<file path="src/rtl/c64_keymatrix.sv">
// c64_keymatrix: USB HID key events -> C64 8x8 keyboard matrix image with
// CIA1 scan answers in both directions, a RESTORE line and a virtual SHIFT
// for cursor-up/left.
// Optional: define KBD_SHIFTLOCK_EN to make CapsLock toggle a shift-lock
// that holds LSHIFT down.
module c64_keymatrix #(
    parameter int SCAN_REG = 1
) (
    input  logic       clk,
    input  logic       reset,
    input  logic [7:0] usb_kbd,
    input  logic [7:0] pa_out,
    input  logic [7:0] pb_out,
    output logic [7:0] pb_in,
    output logic [7:0] pa_in,
    output logic       restore,
    output logic       busy
);

    typedef enum logic [1:0] {IDLE, DECODE, APPLY} state_t;

    typedef struct packed {
        logic       hit;
        logic [2:0] col;
        logic [2:0] row;
        logic       vup;
        logic       vleft;
        logic       rst;
`ifdef KBD_SHIFTLOCK_EN
        logic       lock;
`endif
    } key_t;

    // Matrix position helper for the keymap table
    function automatic key_t pos(input logic [2:0] c, input logic [2:0] r);
        key_t k;
        k     = '0;
        k.hit = 1'b1;
        k.col = c;
        k.row = r;
        return k;
    endfunction

    // USB usage code -> C64 matrix position (col = PA bit, row = PB bit)
    function automatic key_t lookup(input logic [6:0] code);
        key_t k;
        k = '0;
        case (code)
            7'h04: k = pos(3'd1, 3'd2);  // A
            7'h05: k = pos(3'd3, 3'd4);  // B
            7'h06: k = pos(3'd2, 3'd4);  // C
            7'h07: k = pos(3'd2, 3'd2);  // D
            7'h08: k = pos(3'd1, 3'd6);  // E
            7'h09: k = pos(3'd2, 3'd5);  // F
            7'h0A: k = pos(3'd3, 3'd2);  // G
            7'h0B: k = pos(3'd3, 3'd5);  // H
            7'h0C: k = pos(3'd4, 3'd1);  // I
            7'h0D: k = pos(3'd4, 3'd2);  // J
            7'h0E: k = pos(3'd4, 3'd5);  // K
            7'h0F: k = pos(3'd5, 3'd2);  // L
            7'h10: k = pos(3'd4, 3'd4);  // M
            7'h11: k = pos(3'd4, 3'd7);  // N
            7'h12: k = pos(3'd4, 3'd6);  // O
            7'h13: k = pos(3'd5, 3'd1);  // P
            7'h14: k = pos(3'd7, 3'd6);  // Q
            7'h15: k = pos(3'd2, 3'd1);  // R
            7'h16: k = pos(3'd1, 3'd5);  // S
            7'h17: k = pos(3'd2, 3'd6);  // T
            7'h18: k = pos(3'd3, 3'd6);  // U
            7'h19: k = pos(3'd3, 3'd7);  // V
            7'h1A: k = pos(3'd1, 3'd1);  // W
            7'h1B: k = pos(3'd2, 3'd7);  // X
            7'h1C: k = pos(3'd3, 3'd1);  // Y
            7'h1D: k = pos(3'd1, 3'd4);  // Z
            7'h1E: k = pos(3'd7, 3'd0);  // 1
            7'h1F: k = pos(3'd7, 3'd3);  // 2
            7'h20: k = pos(3'd1, 3'd0);  // 3
            7'h21: k = pos(3'd1, 3'd3);  // 4
            7'h22: k = pos(3'd2, 3'd0);  // 5
            7'h23: k = pos(3'd2, 3'd3);  // 6
            7'h24: k = pos(3'd3, 3'd0);  // 7
            7'h25: k = pos(3'd3, 3'd3);  // 8
            7'h26: k = pos(3'd4, 3'd0);  // 9
            7'h27: k = pos(3'd4, 3'd3);  // 0
            7'h28: k = pos(3'd0, 3'd1);  // Enter -> RETURN
            7'h29: k = pos(3'd7, 3'd7);  // Esc -> RUN/STOP
            7'h2A: k = pos(3'd0, 3'd0);  // Backspace -> DEL
            7'h2B: k = pos(3'd7, 3'd2);  // Tab -> CTRL
            7'h2C: k = pos(3'd7, 3'd4);  // Space
            7'h2D: k = pos(3'd5, 3'd3);  // -
            7'h2E: k = pos(3'd6, 3'd5);  // =
            7'h2F: k = pos(3'd5, 3'd6);  // [ -> @
            7'h30: k = pos(3'd6, 3'd1);  // ] -> *
            7'h31: k = pos(3'd6, 3'd0);  // \ -> pound
            7'h33: k = pos(3'd6, 3'd2);  // ;
            7'h34: k = pos(3'd5, 3'd5);  // ' -> :
            7'h35: k = pos(3'd7, 3'd1);  // ` -> left arrow
            7'h36: k = pos(3'd5, 3'd7);  // ,
            7'h37: k = pos(3'd5, 3'd4);  // .
            7'h38: k = pos(3'd6, 3'd7);  // /
            7'h3A: k = pos(3'd0, 3'd4);  // F1
            7'h3C: k = pos(3'd0, 3'd5);  // F3
            7'h3E: k = pos(3'd0, 3'd6);  // F5
            7'h40: k = pos(3'd0, 3'd3);  // F7
            7'h49: k = pos(3'd5, 3'd0);  // Insert -> +
            7'h4A: k = pos(3'd6, 3'd3);  // Home
            7'h4D: k = pos(3'd6, 3'd6);  // End -> up arrow
            7'h4F: k = pos(3'd0, 3'd2);  // Right
            7'h51: k = pos(3'd0, 3'd7);  // Down
            7'h50: begin k = pos(3'd0, 3'd2); k.vleft = 1'b1; end  // Left
            7'h52: begin k = pos(3'd0, 3'd7); k.vup   = 1'b1; end  // Up
            7'h4B: k.rst = 1'b1;         // PageUp -> RESTORE
            7'h68: k = pos(3'd7, 3'd2);  // LCTRL
            7'h69: k = pos(3'd1, 3'd7);  // LSHIFT
            7'h6B: k = pos(3'd7, 3'd5);  // LGUI -> C=
            7'h6D: k = pos(3'd6, 3'd4);  // RSHIFT
`ifdef KBD_SHIFTLOCK_EN
            7'h39: k.lock = 1'b1;        // CapsLock -> shift-lock toggle
`endif
            default: k = '0;
        endcase
        return k;
    endfunction

    state_t      state, next_state;
    logic [7:0]  evt, last_evt;
    key_t        dec;
    logic [63:0] matrix;
    logic [63:0] eff;
    logic        vshift_up, vshift_left;
    logic [7:0]  scan_pb, scan_pa;
    logic        new_evt;
`ifdef KBD_SHIFTLOCK_EN
    logic        shiftlock;
`endif

    assign new_evt = (usb_kbd != last_evt);

    // State register
    always_ff @(posedge clk) begin
        if (reset) state <= IDLE;
        else       state <= next_state;
    end

    // Next-state logic
    always_comb begin
        next_state = state;
        case (state)
            IDLE:    if (new_evt) next_state = DECODE;
            DECODE:  next_state = APPLY;
            APPLY:   next_state = IDLE;
            default: next_state = IDLE;
        endcase
    end

    // Output logic
    always_comb begin
        busy = (state == DECODE) || (state == APPLY);
    end

    // Capture a new event; comparing against last_evt catches changes made while busy
    always_ff @(posedge clk) begin
        if (reset) begin
            last_evt <= 8'h00;
        end else if (state == IDLE && new_evt) begin
            evt      <= usb_kbd;
            last_evt <= usb_kbd;
        end
    end

    // Keymap lookup registered during DECODE
    always_ff @(posedge clk) begin
        if (state == DECODE) dec <= lookup(evt[6:0]);
    end

    // Apply the decoded event to the held-key image; reset discards an in-flight event
    always_ff @(posedge clk) begin
        if (reset) begin
            matrix      <= '0;
            vshift_up   <= 1'b0;
            vshift_left <= 1'b0;
            restore     <= 1'b0;
`ifdef KBD_SHIFTLOCK_EN
            shiftlock   <= 1'b0;
`endif
        end else if (state == APPLY) begin
            if (dec.hit)   matrix[{dec.col, dec.row}] <= ~evt[7];
            if (dec.vup)   vshift_up   <= ~evt[7];
            if (dec.vleft) vshift_left <= ~evt[7];
            if (dec.rst)   restore     <= ~evt[7];
`ifdef KBD_SHIFTLOCK_EN
            if (dec.lock && !evt[7]) shiftlock <= ~shiftlock;
`endif
        end
    end

    // Effective image: LSHIFT (col1,row7) also held by the virtual shifts
    always_comb begin
        eff     = matrix;
`ifdef KBD_SHIFTLOCK_EN
        eff[15] = matrix[15] | vshift_up | vshift_left | shiftlock;
`else
        eff[15] = matrix[15] | vshift_up | vshift_left;
`endif
    end

    // Bidirectional scan, no ghost suppression
    always_comb begin
        scan_pb = 8'hFF;
        scan_pa = 8'hFF;
        for (int c = 0; c < 8; c++) begin
            for (int r = 0; r < 8; r++) begin
                if (eff[c*8 + r]) begin
                    if (!pa_out[c]) scan_pb[r] = 1'b0;
                    if (!pb_out[r]) scan_pa[c] = 1'b0;
                end
            end
        end
    end

    generate
        if (SCAN_REG != 0) begin : g_scan_reg
            // Registered scan outputs, idle-high after reset
            always_ff @(posedge clk) begin
                if (reset) begin
                    pb_in <= 8'hFF;
                    pa_in <= 8'hFF;
                end else begin
                    pb_in <= scan_pb;
                    pa_in <= scan_pa;
                end
            end
        end else begin : g_scan_comb
            assign pb_in = scan_pb;
            assign pa_in = scan_pa;
        end
    endgenerate

endmodule
</file>
<file path="config.mk">
export PLATFORM = sky130hd
export DESIGN_NAME = c64_keymatrix
export DESIGN_NICKNAME = d
export VERILOG_FILES = /design/src/rtl/c64_keymatrix.sv
export SDC_FILE = /design/constraint.sdc
export NUM_CORES = 1
export LEC_CHECK = 0
export ABC_AREA = 1
export CAP_MARGIN = 20
export CORE_MARGIN = 1.5
export CORE_UTILIZATION = 40
export CTS_CLUSTER_SIZE = 14
export DETAILED_ROUTE_END_ITERATION = 8
export GPL_ROUTABILITY_DRIVEN = 0
export GPL_TIMING_DRIVEN = 0
export REMOVE_ABC_BUFFERS = 1
export SLEW_MARGIN = 20
export SYNTH_ARGS = -nofsm -noshare
export SYNTH_HDL_FRONTEND = slang
export SYNTH_SLANG_ARGS = --single-unit
</file>
<file path="constraint.sdc">
create_clock -name clk -period 2.2 [get_ports clk]
set_clock_uncertainty 0.2 [all_clocks]
set_input_delay 0.33 -clock clk [delete_from_list [all_inputs] [get_ports clk]]
set_output_delay 0.33 -clock clk [all_outputs]
set_load 0.005 [all_outputs]
</file>
After elaboration in Yosys (flattened, before gate mapping)

Cells that the tools add are included.

Word-level logic and storage cells: 352
Output and inout bits: 18
Flip-flop bits (word level): 111

Equality and inequality tests: 72
$lt $le $gt $ge: 2
Mux-type cells: 249
Bitwise gates (word level): 4
Reductions and logical operators: 10

Operator list:

| cell               | number |
|---|---|
| $pmux 9 s66        | 1 |
| $mux 1             | 244 |
| $eq 7x6->1 const B | 27 |
| $eq 7x5->1 const B | 16 |
| $eq 7x7->1 const B | 13 |
| $bwmux 64          | 1 |
| $eq 7x4->1 const B | 8 |
| $eq 7x3->1 const B | 4 |
| $reduce_and 2->1   | 5 |
| $ne 8x8->1         | 1 |
| $lt 6x7->1 const B | 1 |
| $demux 1 s6        | 1 |
| $ge 6x1->1 const B | 1 |
| $pmux 2 s2         | 1 |
| $eq 2x1->1 const B | 1 |
| $eq 2x2->1 const B | 1 |
| $logic_and 1x1->1  | 2 |
| $logic_not 2->1    | 1 |
| $mux 2             | 1 |
| $ne 2x2->1 const B | 1 |
| $not 1->1          | 2 |
| $or 1x1->1         | 2 |
| $reduce_or 2->1    | 1 |
| $logic_or 1x1->1   | 1 |

Longest topological paths before layout

Depth after elaboration: 16
Depth in mapped cells: 10

Least setup slack after synthesis

OpenSTA, ideal clock, no wires.

Path type: flip-flop to flip-flop
Start point: register evt[0]
End point: register dec[7] in the netlist's numbering (data pin)
Slack: 415 ps
Cell stages (with the launch flop): 8
Required time: 1,733 ps
Data arrival time: 1,318 ps
Period minus slack after synthesis: 1,785 ps
Cell sequence: edfxtp_1 nand2_1 nor2_4 nand2_1 clkinv_1 nor2_1 nor3b_1 nand3_1

Cells in the longest elaborated chain, start to end: 3
Elaborated cells on any way between the ends: 69

Ends and longest elaborated chain:

| element                                  | RTL line | source |
|---|---|---|
| start, declared                          | 126      | `logic [7:0] evt, last_evt;` |
| start signal, assigned                   | 166      | `evt <= usb_kbd;` |
| $eq 7x7->1 or $eq 7x6->1 (tied branches) | 48       | `case (code)` |
| $reduce_or 2->1 (no source line)         | --       |  |
| $pmux 9 s66 *                            | 48       |  |
| end signal, assigned                     | 173      | `if (state == DECODE) dec <= lookup(evt[6:0]);` |
| end, declared                            | 127      | `key_t dec;` |

Every way passes the cells marked *; elsewhere a longest branch is shown, timed or not.
A chain may end at the register's enable or synchronous reset.

Worst setup path after layout

Start point: register evt[1]
End point: register dec[9] in the netlist's numbering (data pin)

The elaborated chain is that of the path after synthesis.

==> out/results.txt <==
final worst slack: 0.07206 ns
TritonCTS clock tree: built
Tightest Pin Transition: 0.6347 ns
Core Rows: 44
run status: finished, violations left
CTS clk-pin slew, worst paths: 0.08 ns
asr flop ratio synth: 0%
sequential area share after synthesis: 39.73%
CP max FO: 8
Synth Warn #: 0
DR WL/cell: 17.37 µm
Area Overhead vs Synth: 15.19%
hold-fix buffers at CTS: 0
RSZ-0062 raised after global routing: yes
pre-CTS WS: -0.7898 ns
Syn Inst Count: 878
grt total ovfl: 0
CP arrival: 2.00 ns
final wirelength: 19.03 mm
Pwr Total: 4.334 mW
HP Class: flop to flop
Nets: 938
worst-case clock buffer depth: 2
Hold Crit Depth: 1
Clock Root Buffer: clkbuf_16
initial core utilization: 41.29%
Required @ worst endpoint: 2.07 ns
Post-Place Cells: 1076
drt first pass iters: 7
largest net degree at the start of global routing: 35
DR iter-0 viols: 610
hold_sp: dec[0]$_DFFE_PN_
syn_area_per_cell: 6.887 µm²
DRC: 5
ANT nets after route: 0
Antenna Cells: 0
Slew Viols, Final: 0
Area contributors post-synth: dfxtp_1 (31%), nand2_1 (9.5%), edfxtp_1 (8.9%), nor2_1 (8.5%), a21oi_1 (7.4%)
layout cells sized above 1: 7.785%
Fin Hold WS: 0.2904 ns
Worst slew margin: 57.69%
clock latency on the worst-skew pair: 0.36 ns
violated checks: design-rule violations
R2R Path End: dec[9]$_SDFFCE_PN0N_
most frequent cell after synthesis: nand2_1
Finished Layout Cells: 1096
final cycle utilization of the critical path: 96.72%
via/cell ratio: 5.664
type of origin of the critical path: flop
Max-Cap Viols: 0
main flop type after synthesis: dfxtp_1
fmax: 469.9 MHz
clock sinks: 111
H-Tree Depth: 3
vias in the first global route: 5667
Post-Syn Area: 0.006047 mm²
all-layer global routing usage: 24.10%
hpwl dp: 14.19 mm
PwrDens: 622.2 mW/mm²
Crit. End Element: flop
# IOs: 44
Crit Path Category: flop to flop
Hold Path End: restore$_SDFFE_PP0P_
Core Area: 0.01464 mm²
Leak: 2.707 nW
Setup-failing EPs final: 0
total CTS buffers: 9
share of the synthesized area in the top cell type: 30.79%
via count: 6208
R2R setup slack: 0.07 ns
Filler cells: 1509
global-route wire length before repair: 30.16 mm
biggest area consumer among synthesized cells: dfxtp_1
Synth Register Bits: 111
Design Area, Final: 0.006965 mm²
post-synth cell types: 35
setup TNS: 0 ns
Post-Place Cell Area: 0.006615 mm²
final core utilization: 47.56%
antenna violations before repair: 0
number of buffers added on ports: 43
chip width: 126.0 µm
VDD IR max: 0.3930 mV
Die Area: 0.01586 mm²
Die Ht: 126.0 µm
final hold viol count: 0
fin crit period: 2.128 ns
Register-to-Register Path Depth: 9
top cells by count, synth: nand2_1 (153), nor2_1 (137), dfxtp_1 (93)
number of flops mapped to enable cells by yosys: 18
RR Startpoint: evt[1]$_DFFE_PP_
-- flip-flops by register name, indices dropped and copies added (netlist names) --
name and flops:
dec 10, evt 8, last_evt 8, matrix 64, pa_in 8, pb_in 8
restore 1, state 2, vshift_left 1, vshift_up 1
-- area by class of cell --
class	instances	area, µm²	share of cell area, %
inverter	103	390.4	5.604
clock inverter	6	43.79	0.6287
multi-input combinational	632	3144	45.14
timing repair buffer	50	513.0	7.365
tap	184	230.2	3.305
clock buffer	10	239.0	3.431
sequential	111	2405	34.52
-- power by group --
| part | internal, mW | switching, mW |
|---|---|---|
| Sequential | 2.13 | 0.0596 |
| Clock | 0.805 | 0.769 |
| Combinational | 0.183 | 0.388 |
-- worst max-delay path, stage by stage (launching register included) --
cell and delay [ns]:
edfxtp_1 0.47, buf_4 0.19, nand2_2 0.17, nor2_4 0.11, nand2_1 0.13, clkinv_1 0.11, nor2_1 0.12, nand3b_1 0.09
nor2_1 0.13, nand3_1 0.13
-- worst max-delay path by stage --
stage / startpoint / endpoint / slack [ns] / depth (start not counted)
CTS: reset / matrix[30]$_SDFFE_PP0P_ / 0.008 / 5
global route: state[0]$_SDFFE_PP0P_ / busy / -0.02 / 3
floorplan: evt[7]$_DFFE_PP_ / matrix[0]$_SDFFE_PP0P_ / -0.1 / 3
detailed placement: reset / matrix[13]$_SDFFE_PP0P_ / -0.79 / 5
global placement: reset / pa_in[0]$_SDFF_PP1_ / -1.64 / 3
finish: evt[1]$_DFFE_PP_ / dec[9]$_SDFFCE_PN0N_ / 0.07 / 9
-- cells in the final DEF (no fill, tap or decap), types with 2 or more instances in the layout --
cell	Yosys	layout
clkinv_4	0	3
nor2_2	6	4
clkinv_1	4	3
a31oi_1	3	3
clkinv_2	0	2
buf_8	0	2
o31ai_1	2	2
o21ai_0	57	57
clkdlybuf4s50_1	0	42
nor2_1	137	136
a21oi_1	89	88
nor3b_1	4	4
dfxtp_1	93	91
buf_4	1	4
clkbuf_16	0	9
o22ai_1	33	33
ha_1	5	4
nand3_2	2	2
edfxtp_1	18	18
inv_4	0	3
o211ai_1	6	6
xnor2_1	8	8
dfxtp_2	0	2
a221oi_1	7	7
nand4_1	10	10
nor2_4	2	5
a311oi_1	3	3
inv_1	86	84
o2111ai_1	7	7
nand3b_1	11	11
inv_2	13	14
nand2_1	153	148
nand3_1	25	25
nand2_2	7	12
nor3_1	47	47
o21ai_1	3	3
nor3_2	3	3
-- logic make-up after synthesis --
logic type	after synthesis	share of synthesized area [%]
buf+inv	135	8.876
xor+xnor	8	1.159
flops	111	39.73
fa+ha+maj	5	1.035
simple gates	407	29.40
compound gates	212	19.80
-- layer usage --
layer / GRT usage, % / up-vias / part of all wire, %
met5: 0 / - / 0
met4: 9.128 / 0 / 3.4
met3: 5.310 / 56 / 8.7
met2: 39.69 / 341 / 46
met1: 31.00 / 2791 / 41
li1: - / 3020 / -
-- what timing repair did --
| action | CTS | global route |
|---|---|---|
| hold endpoints to repair | 0 | 0 |
| cloned | 0 | 0 |
| endpoints found under the setup margin | 92 | 33 |
| setup buffers | 3 | 1 |
| resized for setup | 7 | 11 |
No activity file was read; power rests on OpenSTA's default activity.
